### config.mk
export PLATFORM = sky130hd
export DESIGN_NAME = padded_stream_gen
export DESIGN_NICKNAME = d
export VERILOG_FILES = /design/src/rtl/padded_stream_gen.sv
export SDC_FILE = /design/constraint.sdc
export NUM_CORES = 1
export LEC_CHECK = 0
export CAP_MARGIN = 0
export CORE_ASPECT_RATIO = 0.75
export CORE_MARGIN = 2
export CORE_UTILIZATION = 25
export CTS_BUF_LIST = sky130_fd_sc_hd__clkbuf_8
export CTS_CLUSTER_DIAMETER = 200
export DETAILED_ROUTE_END_ITERATION = 16
export PLACE_DENSITY = 0.48
export SLEW_MARGIN = 40
export SYNTH_ARGS = -nofsm -noshare
export SYNTH_HDL_FRONTEND = slang
export SYNTH_SLANG_ARGS = --single-unit
### constraint.sdc
create_clock -name clk -period 9.8 [get_ports clk]
set_input_delay 1.47 -clock clk [delete_from_list [all_inputs] [get_ports clk]]
set_output_delay 1.47 -clock clk [all_outputs]
set_load 0.05 [all_outputs]
### src/rtl/padded_stream_gen.sv
// Streams a feature map out of buffer memory with a 1-pixel zero border, as 64-bit beats
// ordered row, column, channel group, through a 2-entry skid FIFO.
module padded_stream_gen #(
  parameter int unsigned ADDR_W     = 32,
  parameter int unsigned FIFO_DEPTH = 2
) (
  input  logic              clk,
  input  logic              rst,
  input  logic              start,
  input  logic [15:0]       in_channels,
  input  logic [15:0]       img_width,
  input  logic [15:0]       img_height,
  output logic              mem_rd_en,
  output logic [ADDR_W-1:0] mem_rd_addr,
  input  logic [63:0]       mem_rd_data,
  input  logic              out_ready,
  output logic [63:0]       pixel_out,
  output logic              data_valid,
  output logic              busy,
  output logic              done
);

  localparam logic [1:0] FifoDepth = FIFO_DEPTH[1:0];

  typedef enum logic [1:0] {StIdle, StRun, StDrain, StDone} state_e;

  state_e state_q, state_d;

  logic [12:0] grp_q, grp_d;
  logic [15:0] wid_q, wid_d;
  logic [15:0] hgt_q, hgt_d;
  logic [16:0] row_q, row_d;
  logic [16:0] col_q, col_d;
  logic [12:0] g_q, g_d;
  logic [ADDR_W-1:0] rd_addr_q, rd_addr_d;

  logic stage_vld_q, stage_vld_d;
  logic stage_pad_q, stage_pad_d;

  logic [63:0] fifo_q [2];
  logic [63:0] fifo_d [2];
  logic        wr_ptr_q, wr_ptr_d;
  logic        rd_ptr_q, rd_ptr_d;
  logic [1:0]  cnt_q, cnt_d;

  logic [1:0]  occ;
  logic        pop;
  logic        push;
  logic        issue;
  logic        interior;
  logic        last_pos;
  logic        zero_size;
  logic [16:0] last_row;
  logic [16:0] last_col;
  logic [12:0] last_g;
  logic        unused_ch;

  assign unused_ch = ^in_channels[2:0];

  assign data_valid  = (cnt_q != 2'd0);
  assign pixel_out   = fifo_q[rd_ptr_q];
  assign mem_rd_addr = rd_addr_q;
  assign busy        = (state_q == StRun) || (state_q == StDrain);
  assign done        = (state_q == StDone);

  always_comb begin
    pop       = data_valid && out_ready;
    push      = stage_vld_q;
    // Outstanding work is FIFO entries plus the beat sitting in the issue stage.
    occ       = cnt_q + {1'b0, stage_vld_q};
    issue     = (state_q == StRun) && ((occ < FifoDepth) || pop);
    last_row  = {1'b0, hgt_q} + 17'd1;
    last_col  = {1'b0, wid_q} + 17'd1;
    last_g    = grp_q - 13'd1;
    interior  = (row_q != 17'd0) && (row_q <= {1'b0, hgt_q}) &&
                (col_q != 17'd0) && (col_q <= {1'b0, wid_q});
    last_pos  = (row_q == last_row) && (col_q == last_col) && (g_q == last_g);
    mem_rd_en = issue && interior;
    zero_size = (in_channels[15:3] == 13'd0) || (img_width == 16'd0) || (img_height == 16'd0);
  end

  // Frame configuration, position counters and FSM.
  always_comb begin
    state_d     = state_q;
    grp_d       = grp_q;
    wid_d       = wid_q;
    hgt_d       = hgt_q;
    row_d       = row_q;
    col_d       = col_q;
    g_d         = g_q;
    rd_addr_d   = rd_addr_q;
    stage_vld_d = issue;
    stage_pad_d = issue && !interior;

    unique case (state_q)
      StIdle: begin
        if (start) begin
          grp_d     = in_channels[15:3];
          wid_d     = img_width;
          hgt_d     = img_height;
          row_d     = '0;
          col_d     = '0;
          g_d       = '0;
          rd_addr_d = '0;
          state_d   = zero_size ? StDone : StRun;
        end
      end
      StRun: begin
        if (issue && last_pos) begin
          state_d = StDrain;
        end
      end
      StDrain: begin
        if ((cnt_d == 2'd0) && !stage_vld_d) begin
          state_d = StDone;
        end
      end
      StDone: begin
        state_d = StIdle;
      end
      default: state_d = StIdle;
    endcase

    if (issue) begin
      if (g_q == last_g) begin
        g_d = '0;
        if (col_q == last_col) begin
          col_d = '0;
          row_d = row_q + 17'd1;
        end else begin
          col_d = col_q + 17'd1;
        end
      end else begin
        g_d = g_q + 13'd1;
      end
    end

    // Interior beats are visited in ascending address order, so a running count suffices.
    if (mem_rd_en) begin
      rd_addr_d = rd_addr_q + ADDR_W'(1);
    end
  end

  // Skid FIFO.
  always_comb begin
    fifo_d   = fifo_q;
    wr_ptr_d = wr_ptr_q;
    rd_ptr_d = rd_ptr_q;
    cnt_d    = cnt_q;
    if (push) begin
      fifo_d[wr_ptr_q] = stage_pad_q ? 64'h0 : mem_rd_data;
      wr_ptr_d         = ~wr_ptr_q;
    end
    if (pop) begin
      rd_ptr_d = ~rd_ptr_q;
    end
    unique case ({push, pop})
      2'b10:   cnt_d = cnt_q + 2'd1;
      2'b01:   cnt_d = cnt_q - 2'd1;
      default: cnt_d = cnt_q;
    endcase
  end

  always_ff @(posedge clk) begin
    if (rst) begin
      state_q     <= StIdle;
      grp_q       <= '0;
      wid_q       <= '0;
      hgt_q       <= '0;
      row_q       <= '0;
      col_q       <= '0;
      g_q         <= '0;
      rd_addr_q   <= '0;
      stage_vld_q <= 1'b0;
      stage_pad_q <= 1'b0;
      fifo_q[0]   <= '0;
      fifo_q[1]   <= '0;
      wr_ptr_q    <= 1'b0;
      rd_ptr_q    <= 1'b0;
      cnt_q       <= '0;
    end else begin
      state_q     <= state_d;
      grp_q       <= grp_d;
      wid_q       <= wid_d;
      hgt_q       <= hgt_d;
      row_q       <= row_d;
      col_q       <= col_d;
      g_q         <= g_d;
      rd_addr_q   <= rd_addr_d;
      stage_vld_q <= stage_vld_d;
      stage_pad_q <= stage_pad_d;
      fifo_q[0]   <= fifo_d[0];
      fifo_q[1]   <= fifo_d[1];
      wr_ptr_q    <= wr_ptr_d;
      rd_ptr_q    <= rd_ptr_d;
      cnt_q       <= cnt_d;
    end
  end

endmodule

# After elaboration in Yosys (flattened, before gate mapping)
# Cells that the tools add are included.
[word_totals]
rom_bits = 0
out_inout_bits = 100
register_bits = 260
memories = 0
mem_bits_rw = 0
latch_bits = 0
word_cells = 110
inputBits = 116
[op_classes]
addsub = 10
mux = 30
n_eq_ne = 11
bitwise = 4
div_mod_pow = 0
n_lt_le_gt_ge = 6
multipliers = 0
n_shift = 0
n_reduce_logical = 34
[ops]
columns = ["operator", "n"]
rows = [
  ["$mux W64", 5],
  ["$mux W17", 10],
  ["$bwmux W128", 1],
  ["$mux W32", 3],
  ["$demux W64 S1", 1],
  ["$mux W13", 4],
  ["$add A16 B1 Y17 const B", 2],
  ["$add A17 B1 Y17 const B", 2],
  ["$eq A17 B17 Y1", 2],
  ["$le A17 B16 Y1", 2],
  ["$reduce_bool A17 Y1", 2],
  ["$add A32 B1 Y32 const B", 1],
  ["$logic_not A16 Y1", 2],
  ["$add A13 B1 Y13 const B", 1],
  ["$eq A13 B13 Y1", 1],
  ["$logic_not A13 Y1", 1],
  ["$sub A13 B1 Y13 const B", 1],
  ["$logic_and A1 B1 Y1", 12],
  ["$reduce_bool A2 Y1", 5],
  ["$mux W2", 4],
  ["$pmux W2 S4", 1],
  ["$eq A2 B2 Y1 const B", 3],
  ["$reduce_and A2 Y1", 3],
  ["$eq A2 B1 Y1 const B", 2],
  ["15 further kinds", 24],
]

# Logic depth before layout (Yosys ltp)
# Gate-level depths: netlist of run 1.
[depth]
ltp_word = 8
mapped_depth = 14
ltp_nobuf = 11

# Least setup slack after synthesis of run 1
# OpenSTA, ideal clock, no wires.
[synth_path]
path_type = "flip-flop to output port"
start = "register wid_q[2]"
end = "output mem_rd_en"
required_ns = 8.330
stages_incl_launch_ff = 10
path_slack_ns = 5.379
arrival_time_ns = 2.951
cell_sequence = "dfxtp_1 > clkbuf_1 > inv_1 > ha_1 > nand4_1 > nor4_1 > a22oi_1 > a211oi_1 > o21ai_1 > nor3_1"
[synth_between]
elab_chain_cells = 3
[synth_lines]
columns = ["element", "line_no", "source"]
rows = [
  ["start, declared", "30", "logic [15:0] wid_q, wid_d;"],
  ["start signal, assigned", "184", "wid_q <= wid_d;"],
  ["$le A17 B16 Y1", "76", "(col_q != 17'd0) && (col_q <= {1'b0, wid_q});"],
  ["$logic_and A1 B1 Y1", "76", ""],
  ["$logic_and A1 B1 Y1", "78", "mem_rd_en = issue && interior;"],
  ["end, declared", "13", "output logic mem_rd_en,"],
]
# No other way between the ends.

# Final worst setup path of run 1
[layout_path]
start = "register hgt_q[8]"
end = "output mem_rd_en"
[layout_between]
elab_chain_cells = 5
[layout_lines]
columns = ["element", "line_no", "source"]
rows = [
  ["start, declared", "31", "logic [15:0] hgt_q, hgt_d;"],
  ["start signal, assigned", "185", "hgt_q <= hgt_d;"],
  ["$le A17 B16 Y1", "75", "interior = (row_q != 17'd0) && (row_q <= {1'b0, hgt_q}) &&"],
  ["$logic_and A1 B1 Y1 (2 in a row)", "75", ""],
  ["$logic_and A1 B1 Y1", "76", ""],
  ["$logic_and A1 B1 Y1", "78", ""],
]
# No other way between the ends.

==> results of run 1 <==
## area by class of cell
| cell class | count | area share (%) |
|---|---|---|
| clock inverter | 27 | 0.8476 |
| inverter | 62 | 1.314 |
| clock buffer | 60 | 4.662 |
| tap | 722 | 5.100 |
| timing repair buffer | 227 | 12.79 |
| multi-input combinational | 1376 | 45.87 |
| antenna | 1 | 0.01413 |
| sequential | 260 | 29.40 |
## stage by stage
step / hold slack (ps) / utilization, %
floorplan: 432.9 / -
global placement: 437.9 / 30.41
detailed placement: 443.9 / 30.57
CTS: 452.2 / 32.35
global route: 464.4 / 32.37
finish: 450.4 / 32.37
## per-layer routing
layer / wire length (µm) / vias up / global-route usage (%)
li1: - / 6597 / -
met1: 21250 / 6245 / 20.73
met2: 19250 / 298 / 23.05
met3: 2956 / 68 / 4.009
met4: 1050 / 2 / 4.824
met5: 12 / - / 0
## cell families after synthesis
kind of cell	share of synthesized area (%)
xor gates and xnor gates	4.573
muxes	5.633
buffers and inverters	4.771
and+or+nand+nor	27.19
adders and majority gates	4.133
DFF	37.38
AOI/OAI and AO/OA	16.33
## cells in the mapped netlist (3+ instances only)
master	n	area [µm²]
a211o_1	6	52.55
a211oi_1	5	37.54
a21o_1	11	82.58
a21oi_1	221	1106
a22o_1	3	26.28
a31oi_1	32	200.2
a41oi_1	3	26.28
and2_1	5	31.28
and3_1	31	193.9
and4_1	6	52.55
buf_1	10	37.54
buf_2	6	30.03
clkbuf_1	87	326.6
dfxtp_1	260	5205
ha_1	46	575.6
inv_1	61	229.0
mux2_2	67	754.5
mux2i_1	3	30.03
nand2_1	421	1580
nand2b_1	25	156.4
nand3_1	57	285.3
nand3b_1	4	30.03
nand4_1	24	150.1
nor2_1	40	150.1
nor2b_1	70	437.9
nor3_1	31	155.2
nor3b_1	4	30.03
nor4_1	30	187.7
nor4b_1	4	35.03
o211ai_1	4	30.03
o21a_1	7	52.55
o21ai_0	64	320.3
o21bai_1	4	30.03
o22ai_1	3	18.77
o31ai_1	5	37.54
o32ai_1	4	35.03
or2_2	4	25.02
or2b_1	5	37.54
or3_1	20	125.1
or4_1	5	37.54
xnor2_1	35	306.5
xor2_1	35	306.5
## flip-flops by register name (all words and copies together), names as in the netlist, 2 cells and up
register and flops:
state_q 2, row_q 17, fifo_q 128, mem_rd_addr 32
cnt_q 2, grp_q 13, col_q 17, wid_q 16
hgt_q 16, g_q 13
## power by group
part / leakage [nW] / internal [mW] / switching, mW
Combinational: 3.68 / 0.372 / 0.658
Sequential: 2.11 / 1.14 / 0.0913
Clock: 0.566 / 0.578 / 0.494
## final timing paths
check | endpoint | depth (start not counted) | start | slack (ps)
worst min-delay path | fifo_q[114] | 2 | fifo_q[114] | 450
worst max register to register | row_q[12] | 12 | grp_q[0] | 5620
worst max-delay path | mem_rd_en | 9 | hgt_q[8] | 3930
worst min register to register | fifo_q[114] | 2 | fifo_q[114] | 450
## tightest hold or removal path: cells and delay by family (launching register included)
kind / cells / cell delay [ps]
flops: 1 / 300
simple gates: 1 / 50
compound gates: 1 / 50
==> results by group, run 1 <==
Outcome
  • Status: finished clean

Synth
  • Cell Area, Synth: 13930 µm²
  • Ys Warns: 0
  • Number of flops mapped to enable cells by yosys: 0
  • Async set or reset register ratio after synthesis: 0%
  • Dominant synthesized flop cell: dfxtp_1
  • Gate count of the mapped netlist: 1804
  • Synthesis-stage register bit count: 260
  • Syn nets: 1966
  • Cell variety after synth: 70
  • Register area share after synthesis: 37.38%
  • Mean Syn Cell Area: 7.719 µm²

Critical path
  • Worst path cell trace: inv_1 -> ha_1 -> nand4_1 -> nor4_1 -> a41oi_1 -> a211oi_1 -> o21ai_2 -> nor3_1 -> clkdlybuf4s50_1
  • Critical path fanouts, max: 8
  • Critical path arrival: 4400 ps
  • Kind of critical path: flop to output pin
  • CP Capture Type: output pin
  • Top Family by Delay on Critical Path: simple AND/OR/NAND/NOR gates
  • Worst Setup Start Kind: flop
  • Critical-path top delay cell: clkdlybuf4s50_1
  • WP data required: 8330 ps
  • CP max stage delay: 890 ps
  • Worst path buffer plus inverter count: 2

GRT
  • First-pass GRT wire length: 70.90 mm
  • Remaining global-route overflow: 0
  • Pin count of the biggest net entering global routing: 104
  • Number of global-route vias before repair: 12880
  • Gr usage total: 15.14%
  • Initial antenna violation count: 2

Route
  • Avg WL per Cell: 16.28 µm
  • Detailed Route Iter0 Violations: 732
  • DR vias/cell: 4.830
  • Remaining DRCs: 0
  • Vias post-DR: 13210
  • Drt pass-1 iters: 6
  • Antenna-violating nets left: 0
  • Final wirelength: 44.52 mm

Timing
  • Worst slew margin: 45.74%
  • Unrepaired setup endpoints after global routing: no
  • Max Slew Vio Count: 0
  • FMAX: 0.1702 GHz
  • Tcrit/Tclk final: 59.95%
  • Final setup violating endpoints: 0
  • Worst-Margin Slew: 813.9 ps
  • Shortest period the worst path allows: 5875 ps
  • Final TNS setup: 0 ps
  • Worst setup margin: 3925 ps
  • Worst clock skew: 22.39 ps
  • Final hold vios: 0

CTS
  • Post-CTS Setup Bufs: 0
  • Post-CTS sizing: 0
  • Root Driver: clkbuf_8
  • CTS tree: yes
  • Cts hold-fix bufs: 0
  • H-tree levels: 2
  • Sink Count: 260
  • Skew-Pair Late Insertion Delay: 620 ps
  • Clk buf depth: 3
  • Worst-path clk slew: 60 ps
  • Num CTS Buffers: 49

Floorplanning
  • Ports: 216
  • Die ar.: 57630 µm²
  • Die height: 208.4 µm
  • Rows: 74
  • Die width: 276.5 µm
  • Initial Util: 25.45%
  • Core Area: 54720 µm²

Layout
  • Multi-input gate area: 8125 µm²
  • Fillers: 5758
  • Commonest non-fill, non-tap cells in the layout: nand2_1, dfxtp_1, a21oi_1
  • Nets@finish: 2138
  • Layout cells sized above 1: 8.748%
  • Area grow syn2layout: 27.20%
  • Design area: 17710 µm²
  • Most common cell after layout, fill and taps aside: nand2_1
  • Register area: 5207 µm²
  • Post-route insts no fill: 2735

Power and ir drop
  • Overall power: 3.335 mW
  • PwrDens: 188.3 nW/µm²
  • P_leak: 6.356 nW
  • VDD IR-drop max: 0.00007843 V

Place
  • Placed Cells: 2647
  • Dpl ws: 4610 ps
  • PortBufs: 212
  • Hpwl dp: 30.47 mm
  • Placed Area: 16730 µm²
  • GP Congestion: 0.8441

Worst hold path
  • Worst Hold Class: flop to flop

Run
  • Max Cap Violations: 0
(Power assumes the default switching activity.)
==> run 2, diff against run 1 <==
clock period = 5.99 ns   (was 9.8 ns; I/O delays follow)
==> run 2 against run 1 <==
Core utilization grew 0.20 points. Sequential share of layout area shrank 0.18 points. Register-to-register slack lost 3800 ps. Clock power grew 78%. Global-route usage shrank 0.23 points. Via count shrank 0.64%. Routed wire length is essentially flat. Combinational power grew 63%. Largest cell class unchanged.
==> results by group, run 2 (synthesis results as in run 1) <==
Outcome
  • Status: finished clean

Timing
  • Worst-Margin Slew: 893.4 ps
  • Unrepaired setup endpoints after global routing: no
  • Final TNS setup: 0 ps
  • Tcrit/Tclk final: 86.59%
  • Final setup violating endpoints: 0
  • Worst slew margin: 39.89%
  • Final hold vios: 0
  • Worst clock skew: 22.72 ps
  • Shortest period the worst path allows: 5187 ps
  • Worst hold slack: 449.4 ps
  • FMAX: 0.1928 GHz
  • Max Slew Vio Count: 0

Power and ir drop
  • Comb power frac: 29.9%
  • VDD IR-drop max: 0.0001660 V
  • Clock power frac: 33.9%
  • Int Power: 3.575 mW
  • Seq pwr share: 36.2%
  • P_leak: 6.401 nW
  • Overall power: 5.606 mW
  • Psw: 2.030 mW
  • Sw frac: 36.22%
  • PwrDens: 314.6 nW/µm²

Critical path
  • Worst Setup Start Kind: flop
  • Critical-path top delay cell: clkdlybuf4s50_1
  • Kind of critical path: flop to output pin
  • Worst path cell trace: inv_1 -> ha_1 -> nand4_1 -> nor4_1 -> a41oi_1 -> a211oi_1 -> o21ai_2 -> nor3_1 -> clkdlybuf4s50_1
  • WP data required: 5090 ps
  • Critical path arrival: 4290 ps
  • CP max stage delay: 890 ps
  • CP Capture Type: output pin
  • Critical path fanouts, max: 8

CTS
  • H-tree levels: 2
  • Sink Count: 260
  • Num CTS Buffers: 48
  • Post-CTS sizing: 0
  • Worst-path clk slew: 60 ps
  • Clk buf depth: 3
  • Cts hold-fix bufs: 0
  • Skew-Pair Late Insertion Delay: 610 ps
  • Root Driver: clkbuf_8
  • CTS tree: yes
  • Post-CTS Setup Bufs: 0

Route
  • Drt pass-1 iters: 5
  • Avg WL per Cell: 16.27 µm
  • Antenna-violating nets left: 0
  • Vias post-DR: 13130
  • Final wirelength: 44.54 mm
  • DR vias/cell: 4.795
  • Detailed Route Iter0 Violations: 780
  • Remaining DRCs: 0

Place
  • PortBufs: 212
  • Hpwl dp: 30.67 mm
  • GP Congestion: 0.8275

Floorplanning
  • Die height: 208.4 µm
  • Die ar.: 57630 µm²
  • Core Area: 54720 µm²
  • Rows: 74
  • Initial Util: 25.45%
  • Ports: 216
  • Die width: 276.5 µm

GRT
  • Initial antenna violation count: 2
  • Gr usage total: 14.91%
  • Pin count of the biggest net entering global routing: 111
  • First-pass GRT wire length: 69.97 mm
  • Remaining global-route overflow: 0
  • Number of global-route vias before repair: 12690

Layout
  • Multi-input gate area: 8119 µm²
  • Flip-flop count of the largest register after layout: 128
  • Register area: 5207 µm²
  • Area grow syn2layout: 27.97%
  • Layout cells sized above 1: 8.838%
  • Commonest non-fill, non-tap cells in the layout: nand2_1, dfxtp_1, a21oi_1
  • Fillers: 5690
  • Nets@finish: 2138
  • Reg with most FFs: fifo_q
  • Most common cell after layout, fill and taps aside: nand2_1

Worst hold path
  • Worst Hold Class: flop to flop

Run
  • Max Cap Violations: 0
[run 2: power groups by stage]
stage / Combinational [mW] / Clock (mW) / Sequential (mW)
after detailed placement: 1.67 / 0 / 2.06
after global routing: 1.83 / 2.06 / 2.05
final: 1.68 / 1.90 / 2.03
after CTS: 1.68 / 1.98 / 2.03
after floorplan: 1.18 / 0 / 1.99
after global placement: 1.65 / 0 / 2.05
[run 2: cell type report]
cell class	count	area share, %
Inverter	62	1.306
Multi-Input combinational cell	1376	45.56
Antenna cell	1	0.01404
Clock inverter	26	1.215
Sequential cell	260	29.22
Tap cell	722	5.069
Clock buffer	62	4.788
Timing Repair Buffer	228	12.83
[run 2: final timing paths]
| path | start | to | slack [ps] | cells past startpoint |
|---|---|---|---|---|
| worst min register to register | fifo_q[96] | fifo_q[96] | 450 | 2 |
| worst max-delay path | hgt_q[8] | mem_rd_en | 800 | 9 |
| worst max register to register | grp_q[0] | row_q[13] | 1820 | 12 |
| worst min-delay path | fifo_q[96] | fifo_q[96] | 450 | 2 |
[run 2: layer usage]
layer,GRT usage (%),vias up,wire [µm]
met1,20.93,6188,22000
li1,-,6592,-
met3,3.268,66,2427
met5,0,-,11
met2,22.74,277,19130
met4,4.428,2,975
[run 2: per-stage QoR]
stage	worst slack (ps)	util [%]	std cells	instance area, µm²
global placement	1394	30.41	2644	16640
finish	803.4	32.57	2737	17820
CTS	677.3	32.53	2736	17800
global route	619.3	32.57	2737	17820
detailed placement	1373	30.57	2648	16730
floorplan	2141	-	1804	13930
[run 2: worst max-delay path: cells and delay by family (launching register included)]
family / cells / cell delay (ps)
and+or+nand+nor: 3 / 1160
buffers and inverters: 2 / 960
AOI/OAI and AO/OA: 3 / 810
DFF: 1 / 440
adders and majority gates: 1 / 300
